<file path="config.mk">
export PLATFORM = sky130hd
export DESIGN_NAME = approx_adder_error_monitor
export DESIGN_NICKNAME = d
export VERILOG_FILES = /design/src/rtl/approx_eval_pkg.sv /design/src/rtl/popcount_tree.sv /design/src/rtl/approx_adder_error_monitor.sv
export SDC_FILE = /design/constraint.sdc
export NUM_CORES = 1
export LEC_CHECK = 0
export ABC_AREA = 1
export BUFFER_PORTS_ARGS = -buffer_cell sky130_fd_sc_hd__buf_4
export CAP_MARGIN = 25
export CORE_MARGIN = 1.5
export CORE_UTILIZATION = 59
export DETAILED_ROUTE_END_ITERATION = 12
export PLACE_DENSITY = 0.82
export SYNTH_ARGS = -nofsm -noshare
export SYNTH_HDL_FRONTEND = slang
export SYNTH_SLANG_ARGS = --single-unit
</file>
<file path="constraint.sdc">
create_clock -name clk -period 7.2 [get_ports clk]
set_clock_uncertainty 0.05 [all_clocks]
set_input_delay 0.72 -clock clk [delete_from_list [all_inputs] [get_ports clk]]
set_output_delay 0.72 -clock clk [all_outputs]
set_load 0.03 [all_outputs]
</file>
<file path="src/rtl/approx_eval_pkg.sv">
// Shared widths, FSM state encoding and saturating arithmetic for the
// approximate-adder error monitor.
package approx_eval_pkg;

  localparam int N_DEF     = 16;
  localparam int CNT_W_DEF = 32;
  localparam int ACC_W_DEF = 48;

  typedef enum logic [1:0] {
    IDLE   = 2'd0,
    RUN    = 2'd1,
    DRAIN  = 2'd2,
    REPORT = 2'd3
  } state_t;

  // Adds b to a and clamps at the all-ones value of a w-bit field (w <= 64).
  function automatic logic [63:0] sat_add(input logic [63:0] a, input logic [63:0] b, input int w);
    logic [64:0] sum;
    logic [64:0] lim;
    sum = {1'b0, a} + {1'b0, b};
    lim = (65'd1 << w) - 65'd1;
    if (sum > lim) begin
      sat_add = lim[63:0];
    end else begin
      sat_add = sum[63:0];
    end
  endfunction

endpackage

</file>
<file path="src/rtl/popcount_tree.sv">
// Combinational population count of a W-bit vector.
module popcount_tree #(
  parameter int W = 17
) (
  input  logic [W-1:0]             vec,
  output logic [$clog2(W+1)-1:0]   cnt
);
  localparam int CW = $clog2(W + 1);

  // Sum of all set bits; synthesis balances the chain into an adder tree.
  always_comb begin
    cnt = '0;
    for (int i = 0; i < W; i++) begin
      cnt = cnt + CW'(vec[i]);
    end
  end

endmodule

</file>
<file path="src/rtl/approx_adder_error_monitor.sv">
// Two-stage checker: stage 1 measures error distance and bit flips of each
// approximate sum, stage 2 accumulates saturating run statistics.
module approx_adder_error_monitor
  import approx_eval_pkg::*;
#(
  parameter int N      = N_DEF,
  parameter int HAS_CO = 0,
  parameter int CNT_W  = CNT_W_DEF,
  parameter int ACC_W  = ACC_W_DEF
) (
  input  logic             clk,
  input  logic             rst,
  input  logic             start,
  input  logic             finish,
  input  logic             in_valid,
  output logic             in_ready,
  input  logic [N-1:0]     x,
  input  logic [N-1:0]     y,
  input  logic [N-1:0]     approx_s,
  input  logic             approx_co,
  output logic             busy,
  output logic             res_valid,
  output logic [CNT_W-1:0] sample_cnt,
  output logic [CNT_W-1:0] err_cnt,
  output logic [ACC_W-1:0] sum_ed,
  output logic [N:0]       max_ed,
  output logic [CNT_W-1:0] bitflip_cnt
);
  localparam int HD_W = $clog2(N + 2);

  state_t           state_r;
  logic             in_ready_r;
  logic             busy_r;
  logic             res_valid_r;
  logic             s1_valid_r;
  logic [N:0]       s1_ed_r;
  logic [HD_W-1:0]  s1_hd_r;
  logic [CNT_W-1:0] sample_cnt_r;
  logic [CNT_W-1:0] err_cnt_r;
  logic [ACC_W-1:0] sum_ed_r;
  logic [N:0]       max_ed_r;
  logic [CNT_W-1:0] bitflip_cnt_r;

  logic [N:0]       exact_s;
  logic [N:0]       approx_full_s;
  logic [N:0]       ed_s;
  logic [HD_W-1:0]  hd_s;
  logic             accept_s;

  assign accept_s = in_valid && in_ready_r;

  // Exact reference sum and absolute error distance of the incoming sample.
  always_comb begin
    exact_s = {1'b0, x} + {1'b0, y};
    if (HAS_CO != 0) begin
      approx_full_s = {approx_co, approx_s};
    end else begin
      approx_full_s = {1'b0, approx_s};
    end
    if (exact_s >= approx_full_s) begin
      ed_s = exact_s - approx_full_s;
    end else begin
      ed_s = approx_full_s - exact_s;
    end
  end

  popcount_tree #(.W(N + 1)) u_popcount (
    .vec (exact_s ^ approx_full_s),
    .cnt (hd_s)
  );

  // Run-control FSM; start wins over finish and discards any run in progress.
  always_ff @(posedge clk) begin
    if (rst) begin
      state_r     <= IDLE;
      in_ready_r  <= 1'b0;
      busy_r      <= 1'b0;
      res_valid_r <= 1'b0;
    end else if (start) begin
      state_r     <= RUN;
      in_ready_r  <= 1'b1;
      busy_r      <= 1'b1;
      res_valid_r <= 1'b0;
    end else begin
      res_valid_r <= 1'b0;
      case (state_r)
        IDLE: begin
          in_ready_r <= 1'b0;
          busy_r     <= 1'b0;
        end
        RUN: begin
          if (finish) begin
            state_r    <= DRAIN;
            in_ready_r <= 1'b0;
          end else begin
            in_ready_r <= 1'b1;
          end
        end
        DRAIN: begin
          if (!s1_valid_r) begin
            state_r     <= REPORT;
            busy_r      <= 1'b0;
            res_valid_r <= 1'b1;
          end else begin
            busy_r <= 1'b1;
          end
        end
        REPORT: begin
          state_r <= IDLE;
        end
        default: begin
          state_r    <= IDLE;
          in_ready_r <= 1'b0;
          busy_r     <= 1'b0;
        end
      endcase
    end
  end

  // Stage 1 capture and stage 2 accumulation; start clears but still admits a coincident sample.
  always_ff @(posedge clk) begin
    if (rst) begin
      s1_valid_r    <= 1'b0;
      s1_ed_r       <= '0;
      s1_hd_r       <= '0;
      sample_cnt_r  <= '0;
      err_cnt_r     <= '0;
      sum_ed_r      <= '0;
      max_ed_r      <= '0;
      bitflip_cnt_r <= '0;
    end else begin
      s1_valid_r <= accept_s;
      if (accept_s) begin
        s1_ed_r <= ed_s;
        s1_hd_r <= hd_s;
      end else begin
        s1_ed_r <= s1_ed_r;
        s1_hd_r <= s1_hd_r;
      end
      if (start) begin
        sample_cnt_r  <= '0;
        err_cnt_r     <= '0;
        sum_ed_r      <= '0;
        max_ed_r      <= '0;
        bitflip_cnt_r <= '0;
      end else if (s1_valid_r) begin
        sample_cnt_r  <= CNT_W'(sat_add(64'(sample_cnt_r), 64'd1, CNT_W));
        err_cnt_r     <= CNT_W'(sat_add(64'(err_cnt_r), 64'(s1_ed_r != '0), CNT_W));
        sum_ed_r      <= ACC_W'(sat_add(64'(sum_ed_r), 64'(s1_ed_r), ACC_W));
        bitflip_cnt_r <= CNT_W'(sat_add(64'(bitflip_cnt_r), 64'(s1_hd_r), CNT_W));
        if (s1_ed_r > max_ed_r) begin
          max_ed_r <= s1_ed_r;
        end else begin
          max_ed_r <= max_ed_r;
        end
      end else begin
        sample_cnt_r <= sample_cnt_r;
      end
    end
  end

  assign in_ready    = in_ready_r;
  assign busy        = busy_r;
  assign res_valid   = res_valid_r;
  assign sample_cnt  = sample_cnt_r;
  assign err_cnt     = err_cnt_r;
  assign sum_ed      = sum_ed_r;
  assign max_ed      = max_ed_r;
  assign bitflip_cnt = bitflip_cnt_r;

endmodule

</file>
==> impl_metrics.csv, run 1 <==
group,metric,value,unit
timing,finalSetupTns,0,ps
floorplan,io_pins,218,
power_and_ir_drop,p_per_area,199,nW/um^2
layout,layout-drive-gt1-share,0.131,
layout,final_cell_area,17100,um^2
run,max_cap_viol_count,0,
layout,nNetsFinal,2590,
global_routing,met2_usage,0.546,
worst_setup_path,r2r_start,"sample_cnt[0]",
synth,synthCells,2252,
detailed_routing,vias,15500,
timing,tightestPinTransition,1020,ps
detailed_routing,ant_nets,0,
global_routing,busiest_layer,"met2",
detailed_routing,drt_iter0_markers,1249,
floorplan,dieWidth,161,um
worst_setup_path,cp-end-kind,"flip-flop",
detailed_routing,drt-pass1-iter-count,6,
timing,rsz0062_at_grt,"no",
detailed_routing,drc_errors,0,
floorplan,start_util,0.605,
global_routing,grt_use_total,0.319,
synth,synth_seq_cells,189,
worst_setup_path,setup.worst_path.class,"in -> reg",
detailed_routing,viasPerCell,5.63,
floorplan,rows,57,
clock_network,clk_pin_slew,80,ps
synth,syn_nets,2426,
synth,yosysUniqueCellTypes,54,
timing,slew_violations,0,
timing,setup_viol,0,
worst_setup_path,startpoint,"y[2]",
placed_design,dp_cells,2721,
power_and_ir_drop,p_leak,7.73,nW
synth,avgSynthCellArea,6.57,um^2
worst_setup_path,cp_max_fo,9,
global_routing,grt_pass1_wl,68.8,mm
worst_setup_path,worst_ep_required_time,7420,ps
clock_network,htreeDepth,4,
floorplan,fp.dieArea,26000,um^2
layout,final_util,0.701,
timing,max_freq,171,MHz
worst_setup_path,reg2reg_to,"sample_cnt[31]",
synth,synth_async_sr_flop_share,0,
synth,syn_area,14800,um^2
clock_network,post_cts_resized,0,
min_path,whs_path_depth,2,
min_path,holdPathEnd,"max_ed[6]",
placed_design,place_area,16500,um^2
detailed_routing,wirelength,42.0,mm
clock_network,cts_root_buf,"clkbuf_16",
clock_network,cts_hold_buf,0,
global_routing,gr-usage-met3,0.0372,
timing,min_period,5840,ps
timing,finalCritPeriodShare,0.812,
synth,synth_edf_count,0,
worst_setup_path,r2r_cells,11,
layout,layout.cells.non_filler,2753,
layout,area_delta_synth_final,15.9,%
synth,ys_seq_area_frac,0.256,
detailed_routing,wire_per_inst,15.3,um
clock_network,clk_latency,450,ps
timing,final_hold_viol_count,0,
global_routing,gr-total-overflow,0,
worst_setup_path,r2r_setup_slack,3670,ps
min_path,worstHoldStart,"max_ed[6]",
floorplan,coreArea,24500,um^2
worst_setup_path,critical_path.startpoint_type,"primary input",
timing,fin_ws,1360,ps
power_and_ir_drop,ir_worst_vdd,0.000193,V
floorplan,die_y,161,um
clock_network,cts_buffers,17,
clock_network,tritoncts,"built",
layout,fillerInstances,2228,
placed_design,io_buffers,216,
min_path,hold_path.class,"reg -> reg",
placed_design,dp_hpwl,32.3,mm
worst_setup_path,cp.arrival,6070,ps
global_routing,antenna_found_initial,0,
global_routing,use_met1,0.419,
synth,synth_ff_type,"dfxtp_1",
clock_network,numClockSinks,189,
layout,diodes,0,
placed_design,post-place-ws,939,ps
global_routing,grt_start_max_net_pins,108,
run_status,status,"completed",
clock_network,post_cts_buffers,0,
global_routing,grt_pass1_vias,14400,
placed_design,gp_congestion,0.962,
clock_network,clk_path_buf_depth,2,
timing,slew_headroom,0.317,
synth,yosys_warnings,0,
state kept, by name, summed over array words and instances, names as in the netlist:
register and flops:
in_ready 1, sum_ed 48, s1_hd_r 5, state_r 2, s1_valid_r 1, bitflip_cnt 32, sample_cnt 32, busy 1
s1_ed_r 17, err_cnt 32, res_valid 1, max_ed 17
power by group:
group	switching (W)	internal (W)
sequential	0.0000499	0.00108
combinational	0.000799	0.000504
clock	0.000486	0.000503
total	0.00133	0.00208
critical path, cell delays in order:
cell and delay [ps]:
buf_4 110, ha_1 350, nand3_1 100, nand3_1 120
nand2_1 80, nand2_1 130, nand2_1 100, a21oi_1 220
a31oi_1 170, o21ai_0 320, xor2_1 210, ha_1 380
fa_1 560, inv_1 60, fa_1 470, fa_1 490
inv_1 50, fa_1 460, inv_1 80, ha_1 180
inv_1 60, fa_1 410, xor2_1 170, a21oi_1 80
worst max path at each step:
stage | end | slack [ps] | cells after the start
6_report | s1_hd_r[2] | 1360 | 24
3_3_place_gp | s1_hd_r[2] | 1090 | 24
5_1_grt | s1_hd_r[2] | 1020 | 24
3_5_place_dp | s1_hd_r[2] | 940 | 24
2_1_floorplan | s1_hd_r[2] | 1660 | 26
4_1_cts | s1_hd_r[2] | 1350 | 24
synthesized netlist by cell type (all sizes together), types with 3 or more instances:
library cell	count	area [um^2]
a21o	7	52.6
a21oi	200	1140
a31oi	39	244
buf	22	141
clkbuf	54	205
dfxtp	189	3780
fa	16	320
ha	104	1300
inv	326	1220
nand2	477	1810
nand3	112	573
nand3b	3	22.5
nand4	33	206
nor2	238	926
nor3	59	310
nor4	11	68.8
o211ai	13	97.6
o21ai	173	870
o21bai	6	45.0
o221ai	3	26.3
o31ai	4	30.0
xnor2	31	272
xor2	109	955
per-layer routing:
| metal | vias to the layer above | routed length [um] |
|---|---|---|
| met5 | - | 0 |
| met1 | 7261 | 18500 |
| met3 | 68 | 2540 |
| li1 | 7671 | - |
| met4 | 0 | 884 |
| met2 | 502 | 20100 |
kinds of logic (layout without fill, tap and decap cells):
group,after synthesis,after routing,share of synthesized area
compound gates,461,461,0.178
xor+xnor,140,140,0.0829
fa+ha+maj,120,120,0.110
buf+inv,403,580,0.106
flops,189,189,0.256
simple gates,939,939,0.267
cell usage in the layout, fill, tap and decap left out, types with 3 or more instances in the layout:
master	Yosys	routed
inv_6	0	3
o31ai_1	4	4
nand3b_1	3	3
a21o_1	7	7
nand2_2	7	7
nand4_1	33	33
a31oi_1	39	39
nand2_1	470	470
xor2_1	109	109
inv_8	0	4
o221ai_1	3	3
xnor2_1	31	31
clkinv_8	0	4
nor4_1	11	11
a21oi_1	168	168
nor2_2	10	10
o211ai_1	13	13
fa_1	16	16
nor2_1	227	226
ha_1	104	104
nand3_1	111	111
clkbuf_16	0	17
inv_1	322	322
o21bai_1	6	6
o21ai_0	170	170
dfxtp_1	189	188
nor3_2	3	3
inv_2	4	4
nor3_1	56	56
buf_4	4	221
a21oi_2	30	30
cell type report:
cell class / count / area (um^2) / area share
Sequential cell: 189 / 3790 / 0.221
Inverter: 327 / 1230 / 0.0716
Clock buffer: 17 / 425 / 0.0248
Timing Repair Buffer: 221 / 1660 / 0.0968
Clock inverter: 15 / 190 / 0.0111
Multi-Input combinational cell: 1660 / 9440 / 0.551
Tap cell: 324 / 405 / 0.0237
per-stage QoR:
stage / hold WS, ps / power [W]
2_1_floorplan: 399 / 0.00209
3_3_place_gp: 422 / 0.00236
3_5_place_dp: 423 / 0.00242
4_1_cts: 442 / 0.00342
5_1_grt: 463 / 0.00364
6_report: 441 / 0.00342
Power figures use the tool's default switching activity.
==> inputs of run 2 (changes only) <==
- clock period: 7.2 -> 5.9 ns (I/O delays scaled with it)
==> impl_metrics.csv, run 2 (synthesized netlist as in run 1, its figures left out) <==
group,metric,value,unit
run_status,status,"completed",
global_routing,gr-usage-met3,0.0393,
layout,seqCellArea,3790,um^2
worst_setup_path,crit_slowest_cell,"fa_1",
placed_design,post-place-ws,-56.6,ps
layout,nNetsFinal,2602,
clock_network,cts_buffers,17,
power_and_ir_drop,p_leak,7.79,nW
placed_design,place_area,16600,um^2
clock_network,numClockSinks,189,
layout,multi_input_area,9440,um^2
layout,final_util,0.704,
clock_network,tritoncts,"built",
global_routing,grt_pass1_wl,69.6,mm
global_routing,grt_pass1_vias,14400,
layout,final_cell_area,17200,um^2
clock_network,cts_hold_buf,0,
layout,largest_reg_flops,48,
worst_setup_path,cp_max_fo,4,
timing,min_period,5510,ps
worst_setup_path,setup.worst_path.class,"in -> reg",
timing,tightestPinTransition,1040,ps
layout,fillerInstances,2165,
detailed_routing,wire_per_inst,15.6,um
timing,slew_headroom,0.307,
worst_setup_path,critical_path.startpoint_type,"primary input",
power_and_ir_drop,p_per_area,242,nW/um^2
worst_setup_path,cp-end-kind,"flip-flop",
run,max_cap_viol_count,0,
clock_network,clk_path_buf_depth,2,
global_routing,busiest_layer,"met2",
detailed_routing,viasPerCell,5.66,
global_routing,grt_start_max_net_pins,115,
floorplan,io_pins,218,
timing,rsz0062_at_grt,"no",
worst_setup_path,cpMostUsedCell,"fa_1",
timing,slew_violations,0,
detailed_routing,drc_errors,0,
floorplan,start_util,0.605,
floorplan,fp.dieArea,26000,um^2
clock_network,clk_latency,450,ps
detailed_routing,wirelength,43.1,mm
timing,final_hold_viol_count,0,
timing,setup_viol,0,
floorplan,die_y,161,um
worst_setup_path,worst_ep_required_time,6130,ps
worst_setup_path,cp.arrival,5740,ps
global_routing,use_met1,0.430,
worst_setup_path,path_cells,"buf_4 -> ha_1 -> nand3_1 -> nand3_1 -> nand2_1 -> nand2_1 -> nand2_1 -> a21oi_1 -> a31oi_1 -> o21ai_0 -> xor2_1 -> ha_1 -> fa_1 -> inv_1 -> fa_1 -> fa_1 -> inv_1 -> fa_1 -> inv_1 -> ha_1 -> inv_1 -> fa_1 -> xor2_1 -> a21oi_1",
global_routing,gr-total-overflow,0,
detailed_routing,ant_nets,0,
layout,layout.cells.non_filler,2766,
timing,finalCritPeriodShare,0.934,
clock_network,post_cts_resized,0,
min_path,hold_path.class,"in -> reg",
detailed_routing,vias,15700,
floorplan,rows,57,
clock_network,htreeDepth,4,
detailed_routing,drt-pass1-iter-count,6,
detailed_routing,drt_iter0_markers,1360,
layout,layout-drive-gt1-share,0.135,
timing,fin_ws,392,ps
floorplan,dieWidth,161,um
placed_design,io_buffers,216,
layout,area_delta_synth_final,16.4,%
global_routing,met2_usage,0.540,
placed_design,gp_congestion,0.972,
timing,max_freq,182,MHz
floorplan,coreArea,24500,um^2
clock_network,clk_pin_slew,70,ps
global_routing,antenna_found_initial,1,
layout,layout_commonest_cell,"nand2_1",
global_routing,grt_use_total,0.324,
worst_setup_path,slowest_delay,520,ps
placed_design,dp_cells,2733,
placed_design,dp_hpwl,32.7,mm
layout,layout_common_cells,"470 x nand2_1, 322 x inv_1, 233 x buf_4, 226 x nor2_1, 188 x dfxtp_1",
clock_network,post_cts_buffers,0,
power_and_ir_drop,ir_worst_vdd,0.000227,V
clock_network,cts_root_buf,"clkbuf_16",
-- run 2: critical path, delay by kind of cell --
family / cells / cell delay, ps
adders and majority gates: 8 / 3140
xor gates and xnor gates: 2 / 380
AOI/OAI and AO/OA: 4 / 750
and+or+nand+nor: 5 / 550
buffers and inverters: 5 / 360
-- run 2: per-stage QoR --
stage	hold WS, ps	power (W)	TNS, ps
finish	406	0.00416	0
global route	442	0.00446	0
CTS	388	0.00417	0
detailed placement	434	0.00298	-86.6
global placement	421	0.00291	0
floorplan	399	0.00256	0
-- run 2: path summary, 6_finish.rpt --
path	slack [ps]	cells past startpoint	to	start
max	390	24	s1_hd_r[2]	y[2]
min	410	3	state_r[0]	start
max reg2reg	2450	11	sample_cnt[31]	sample_cnt[0]
min reg2reg	450	2	s1_hd_r[3]	s1_hd_r[3]
-- run 2: power breakdown --
group | leakage, nW | switching (W) | internal [W]
Clock | 0.297 | 0.000612 | 0.000582
Sequential | 1.53 | 0.0000592 | 0.00131
Combinational | 5.96 | 0.000966 | 0.000630
-- run 2: routing by layer --
metal	share of wire	routed length, um
met3	0.069	2960
met2	0.47	20200
met4	0.025	1080
met1	0.44	18800
met5	0	0
-- run 2: layout make-up --
class / instances / area share
clock buffer: 17 / 0.0247
timing repair buffer: 233 / 0.102
inverter: 327 / 0.0713
sequential: 189 / 0.220
antenna: 1 / 0.000145
clock inverter: 15 / 0.0107
tap: 324 / 0.0235
multi-input combinational: 1660 / 0.548
